<file path="config.mk">
export PLATFORM = sky130hd
export DESIGN_NAME = synapse_current_flat
export DESIGN_NICKNAME = d
export VERILOG_FILES = /design/src/rtl/synapse_current_if.sv /design/src/rtl/synapse_current.sv /design/src/flat_wrapper.sv
export SDC_FILE = /design/constraint.sdc
export NUM_CORES = 1
export LEC_CHECK = 0
export CAP_MARGIN = 20
export CORE_ASPECT_RATIO = 1.4
export CORE_MARGIN = 2
export CORE_UTILIZATION = 59
export DETAILED_ROUTE_END_ITERATION = 8
export PLACE_DENSITY = 0.82
export SYNTH_ARGS = -nofsm -noshare
export SYNTH_HDL_FRONTEND = slang
export SYNTH_SLANG_ARGS = --single-unit
</file>
<file path="constraint.sdc">
create_clock -name clk -period 6.6 [get_ports clk]
set_clock_uncertainty 0.05 [all_clocks]
set_input_delay 0.66 -clock clk [delete_from_list [all_inputs] [get_ports clk]]
set_output_delay 0.66 -clock clk [all_outputs]
set_load 0.01 [all_outputs]
</file>
<file path="src/rtl/synapse_current_if.sv">
// Spike/weight-write/current bundle between a spike source and synapse_current.
// The master side drives spikes and weight writes; the slave side returns the
// postsynaptic current, the one-cycle saturation flag and the spike count.
interface synapse_current_if #(
  parameter int NUM_IN = 4
) ();
  logic              en;
  logic [NUM_IN-1:0] spike_in;
  logic              wr_en;
  logic [2:0]        wr_addr;
  logic [7:0]        wr_data;
  logic [7:0]        current;
  logic              sat;
  logic [15:0]       spike_cnt;

  modport master (
    output en, spike_in, wr_en, wr_addr, wr_data,
    input  current, sat, spike_cnt
  );

  modport slave (
    input  en, spike_in, wr_en, wr_addr, wr_data,
    output current, sat, spike_cnt
  );
endinterface

</file>
<file path="src/rtl/synapse_current.sv">
// synapse_current: leaky, saturating current accumulator driven by weighted
// presynaptic spikes. Each weight is programmed through a synchronous write
// port, and a spike always uses the weight that was stored before that cycle.
// Optional build macro SYNAPSE_INHIBIT_EN: the upper half of the inputs
// (index >= NUM_IN/2) subtract their weight, and the result is clamped to 0..255.
module synapse_current #(
  parameter int NUM_IN      = 4,
  parameter int DECAY_SHIFT = 2,
  parameter int WEIGHT_INIT = 32
) (
  input logic            clk,
  input logic            rst,
  synapse_current_if.slave bus
);

  logic [7:0]  r_weight [NUM_IN];
  logic [7:0]  r_current;
  logic        r_sat;
  logic [15:0] r_spike_cnt;

  logic [10:0] w_exc;
  logic [3:0]  w_pop;
  logic [7:0]  w_leak_raw;
  logic [7:0]  w_leak;
  logic [7:0]  w_cur_nxt;
  logic        w_sat_nxt;
  logic [16:0] w_cnt_sum;
  logic [15:0] w_cnt_nxt;
`ifdef SYNAPSE_INHIBIT_EN
  logic [10:0]        w_inh;
  logic signed [12:0] w_acc_s;
`else
  logic [11:0]        w_acc;
`endif

  // Weighted spike sums and spike popcount for the current cycle.
  always_comb begin
    w_exc = '0;
    w_pop = '0;
`ifdef SYNAPSE_INHIBIT_EN
    w_inh = '0;
`endif
    for (int i = 0; i < NUM_IN; i++) begin
      if (bus.spike_in[i]) begin
        w_pop = w_pop + 4'd1;
`ifdef SYNAPSE_INHIBIT_EN
        if (i >= NUM_IN / 2) w_inh = w_inh + {3'b000, r_weight[i]};
        else                 w_exc = w_exc + {3'b000, r_weight[i]};
`else
        w_exc = w_exc + {3'b000, r_weight[i]};
`endif
      end
    end
  end

  // Leak, accumulate and clamp; the leak never drops below 1 while current is nonzero.
  always_comb begin
    w_leak_raw = r_current >> DECAY_SHIFT;
    w_leak     = ((w_leak_raw == 8'd0) && (r_current != 8'd0)) ? 8'd1 : w_leak_raw;
    w_cur_nxt  = '0;
    w_sat_nxt  = 1'b0;
`ifdef SYNAPSE_INHIBIT_EN
    w_acc_s = $signed({5'b0, r_current}) - $signed({5'b0, w_leak})
            + $signed({2'b0, w_exc}) - $signed({2'b0, w_inh});
    if (w_acc_s < 13'sd0) begin
      w_cur_nxt = 8'd0;
      w_sat_nxt = 1'b1;
    end else if (w_acc_s > 13'sd255) begin
      w_cur_nxt = 8'd255;
      w_sat_nxt = 1'b1;
    end else begin
      w_cur_nxt = w_acc_s[7:0];
    end
`else
    w_acc = {4'b0, r_current} - {4'b0, w_leak} + {1'b0, w_exc};
    if (w_acc > 12'd255) begin
      w_cur_nxt = 8'd255;
      w_sat_nxt = 1'b1;
    end else begin
      w_cur_nxt = w_acc[7:0];
    end
`endif
    w_cnt_sum = {1'b0, r_spike_cnt} + {13'b0, w_pop};
    w_cnt_nxt = w_cnt_sum[16] ? 16'hFFFF : w_cnt_sum[15:0];
  end

  // Weight registers; an address outside 0..NUM_IN-1 matches no entry and is dropped.
  always_ff @(posedge clk or posedge rst) begin
    if (rst) begin
      for (int i = 0; i < NUM_IN; i++) r_weight[i] <= 8'(WEIGHT_INIT);
    end else if (bus.wr_en) begin
      for (int i = 0; i < NUM_IN; i++) begin
        if (bus.wr_addr == 3'(i)) r_weight[i] <= bus.wr_data;
      end
    end
  end

  // Accumulator, saturation flag and spike counter; en=0 holds state and clears sat.
  always_ff @(posedge clk or posedge rst) begin
    if (rst) begin
      r_current   <= '0;
      r_sat       <= 1'b0;
      r_spike_cnt <= '0;
    end else if (bus.en) begin
      r_current   <= w_cur_nxt;
      r_sat       <= w_sat_nxt;
      r_spike_cnt <= w_cnt_nxt;
    end else begin
      r_sat       <= 1'b0;
    end
  end

  assign bus.current   = r_current;
  assign bus.sat       = r_sat;
  assign bus.spike_cnt = r_spike_cnt;

endmodule

</file>
<file path="src/flat_wrapper.sv">
// flat-port wrapper written by rule: the top's interface ports become plain ports
module synapse_current_flat 
#(
  parameter int NUM_IN      = 4,
  parameter int DECAY_SHIFT = 2,
  parameter int WEIGHT_INIT = 32
)
  (clk, rst, bus_en, bus_spike_in, bus_wr_en, bus_wr_addr, bus_wr_data, bus_current, bus_sat, bus_spike_cnt);
  synapse_current_if #(.NUM_IN(NUM_IN)) bus_i ();
  input logic clk;
  input logic rst;
  input wire logic [$bits(bus_i.en)-1:0] bus_en;
  input wire logic [$bits(bus_i.spike_in)-1:0] bus_spike_in;
  input wire logic [$bits(bus_i.wr_en)-1:0] bus_wr_en;
  input wire logic [$bits(bus_i.wr_addr)-1:0] bus_wr_addr;
  input wire logic [$bits(bus_i.wr_data)-1:0] bus_wr_data;
  output wire logic [$bits(bus_i.current)-1:0] bus_current;
  output wire logic [$bits(bus_i.sat)-1:0] bus_sat;
  output wire logic [$bits(bus_i.spike_cnt)-1:0] bus_spike_cnt;
  assign bus_i.en = bus_en;
  assign bus_i.spike_in = bus_spike_in;
  assign bus_i.wr_en = bus_wr_en;
  assign bus_i.wr_addr = bus_wr_addr;
  assign bus_i.wr_data = bus_wr_data;
  assign bus_current = bus_i.current;
  assign bus_sat = bus_i.sat;
  assign bus_spike_cnt = bus_i.spike_cnt;
  synapse_current #(.NUM_IN(NUM_IN), .DECAY_SHIFT(DECAY_SHIFT), .WEIGHT_INIT(WEIGHT_INIT)) u_core (.clk(clk), .rst(rst), .bus(bus_i));
endmodule
</file>
==> run_results.csv <==
group,metric,value,unit
sta,fin_crit_sh,0.953,
logic_synthesis,ys_top_cells_by_area,"dfrtp_1 29%, ha_1 13%, mux2_2 9.7%",
logic_synthesis,netlist_area,4630,um2
worst_setup_path,crit_path_end_kind,"flip-flop",
floorplan,fp.dieW,78.8,um
worst_setup_path,path_class,"primary input to flip-flop",
sta,finalSetupViolations,0,
logic_synthesis,synth_area_leader_cell,"dfrtp_1",
sta,fmax,159,MHz
logic_synthesis,synth-main-ff-cell,"dfrtp_1",
worst_setup_path,crit_path_start_kind,"primary input",
placed_design,portBuffers,43,
global_route,grt_pass1_vias,4013,
power_and_ir_drop,ir_drop,578,uV
layout,nets,636,
detailed_routing,vias,3949,
worst_setup_path,ff2ff_path_depth,28,
clock_tree,htree_levels,3,
detailed_routing,dr.pass1.iters,5,
min_path,hp-class,"flip-flop to flip-flop",
run,max_cap_violations,0,
logic_synthesis,synth_edf_count,0,
clock_tree,clk_latency,0.36,ns
clock_tree,cts_tree,"built",
clock_tree,clockRootBuffer,"clkbuf_8",
clock_tree,postCtsHoldBufs,0,
sta,fin_crit,6.29,ns
logic_synthesis,synth_top_area_frac,0.287,
placed_design,postPlaceCellArea,5270,um2
worst_setup_path,required,6.75,ns
layout,instances_no_fill,667,
logic_synthesis,ys_seq_area_frac,0.309,
layout,drive_above_1_share,0.173,
floorplan,die_area,8570,um2
layout,layout_common_cells,"53 x dfrtp_1, 46 x ha_1, 43 x clkdlybuf4s50_1, 41 x nor2_1, 40 x mux2_2",
placed_design,dp.cells,650,
sta,slew_violations,0,
worst_setup_path,critPathArrivalTime,6.44,ns
clock_tree,clkSinkCount,57,
logic_synthesis,yosysWarningCount,0,
detailed_routing,finalWirelength,10700,um
logic_synthesis,syn-num-nets,572,
detailed_routing,wire_per_inst,16.1,um
clock_tree,path_clk_slew,0.07,ns
placed_design,gp_congestion,0.860,
logic_synthesis,yosysUniqueCellTypes,51,
sta,setup_ws,0.307,ns
worst_setup_path,cp_max_fo,9,
global_route,grt_pass1_wl,17900,um
global_route,overflow,0,
detailed_routing,drt_iter0_markers,192,
logic_synthesis,ys_ff_latch,57,
min_path,whs_path_depth,1,
layout,fin_area,5530,um2
floorplan,core-area,7700,um2
detailed_routing,vias_per_cell,5.92,
floorplan,num_rows,38,
power_and_ir_drop,leakage,0.00249,uW
logic_synthesis,async_flop_share,1.00,
layout,syn2layout_area_growth,19.6,%
global_route,antenna_found_initial,0,
floorplan,initial_core_util,0.601,
placed_design,place_ws,-0.238,ns
layout,multi_input_area,3110,um2
floorplan,io_pins,44,
run_status,status,"finished, final reports clean",
placed_design,hpwl,7940,um
layout,antenna_cells,0,
sta,hold_viol,0,
clock_tree,cts_buffers,9,
power_and_ir_drop,p_per_area,547,nW/um2
layout,nFillCells,598,
detailed_routing,drtAntennaViolNets,0,
floorplan,die_h,109,um
logic_synthesis,syn_area_per_cell,9.27,um2
sta,tightest_slew,0.889,ns
layout,final-seq-area,1430,um2
layout,final_common_cell,"dfrtp_1",
global_route,gr-usage-all-layers,0.269,
logic_synthesis,synthCells,499,
clock_tree,clockBufferDepth,2,
sta,slew_headroom,0.402,
global_route,grt_max_degree,58,
detailed_routing,drcViolationCount,0,
[power breakdown]
group	switching (uW)	internal, uW	total, uW
logic	1140	1040	2180
registers	84.7	454	538
clock network	149	164	313
[synth_stat cells (2+ instances only)]
cell	instances
dfrtp_1	53
mux2_2	40
a21o_1	10
fa_1	6
o21a_1	17
nand4_1	2
nand3b_1	4
nor4_1	4
o21ai_0	30
o31ai_1	3
nand2_1	36
a31oi_1	11
nand3_1	18
o211ai_1	2
nand2b_1	3
o21bai_1	6
inv_1	27
clkbuf_1	7
a211oi_1	7
and2_1	6
xnor2_1	18
a21oi_1	29
xor2_1	17
dfstp_2	4
nor2_1	41
nor3_1	10
ha_1	48
mux2i_1	6
or2_2	3
nor2b_1	6
and3_1	5
[cell families after synthesis]
| family | Yosys count | share of synthesized area |
|---|---|---|
| AOI/OAI and AO/OA | 125 | 0.171 |
| xor gates and xnor gates | 35 | 0.0663 |
| adders and majority gates | 54 | 0.156 |
| buffers and inverters | 37 | 0.0316 |
| DFF | 57 | 0.309 |
| muxes | 47 | 0.114 |
| other | 1 | 0.000811 |
| and+or+nand+nor | 143 | 0.152 |
[through the flow]
| step | utilization | total power (uW) | TNS, ns | hold WS (ns) |
|---|---|---|---|---|
| 5_1_grt | 0.718 | 3290 | -0.0613 | 0.481 |
| 3_3_place_gp | 0.684 | 2500 | -0.324 | 0.432 |
| 3_5_place_dp | 0.684 | 2580 | -2.00 | 0.448 |
| 2_1_floorplan | - | 2010 | 0 | 0.423 |
| 4_1_cts | 0.707 | 2910 | 0 | 0.463 |
| 6_report | 0.718 | 3030 | 0 | 0.465 |
[state kept, by name (all words and copies together) (netlist names)]
register,cells
u_core.bus.current,8
u_core.bus.sat,1
u_core.r_weight,32
u_core.bus.spike_cnt,16
[cell type report]
| class | count | area share |
|---|---|---|
| multi-input combinational | 405 | 0.563 |
| timing repair buffer | 62 | 0.104 |
| clock inverter | 2 | 0.00226 |
| clock buffer | 13 | 0.0305 |
| sequential | 57 | 0.259 |
| tap | 100 | 0.0226 |
| inverter | 28 | 0.0190 |
[worst max-delay path: stages]
cell and delay, ns:
clkdlybuf4s50_1 0.48, buf_4 0.18, and2_1 0.16, ha_1 0.24, nor2b_4 0.13, o31a_1 0.26, o21a_1 0.19, or3_1 0.30
a32o_2 0.30, ha_4 0.29, o21a_1 0.11, o31ai_1 0.09, a21boi_0 0.15, mux2_4 0.31, ha_4 0.31, o21ai_2 0.07
a21oi_2 0.16, xnor2_1 0.15, xnor2_1 0.09, ha_1 0.32, nand3_1 0.14, buf_4 0.16, nand3b_1 0.17, a31oi_1 0.23
xor2_1 0.15, nor4_4 0.35, buf_2 0.20, a31oi_1 0.09
[path summary, 6_finish.rpt]
| kind | from | end | slack [ns] |
|---|---|---|---|
| max | bus_spike_in[0] | u_core.bus.current[1]$_DFFE_PP0P_ | 0.31 |
| min | u_core.r_weight[26]$_DFFE_PP0P_ | u_core.r_weight[26]$_DFFE_PP0P_ | 0.47 |
| max reg2reg | u_core.r_weight[24]$_DFFE_PP0P_ | u_core.bus.current[1]$_DFFE_PP0P_ | 0.65 |
| min reg2reg | u_core.r_weight[26]$_DFFE_PP0P_ | u_core.r_weight[26]$_DFFE_PP0P_ | 0.47 |
| max in group asynchronous | rst | u_core.r_weight[14]$_DFFE_PP0P_ | 5.24 |
| min in group asynchronous | rst | u_core.r_weight[8]$_DFFE_PP0P_ | 0.77 |
[layer usage]
metal | wire, um | GRT usage
met5 | 0 | 0
met4 | 388 | 0.144
met3 | 377 | 0.0373
met2 | 5600 | 0.486
met1 | 4350 | 0.305
[what timing repair did]
action | 4_1_cts | 5_1_grt
buffers inserted | 0 | 1
resized for setup | 0 | 19
setup endpoints to repair | 0 | 9
No activity file was read; power rests on OpenSTA's default activity.
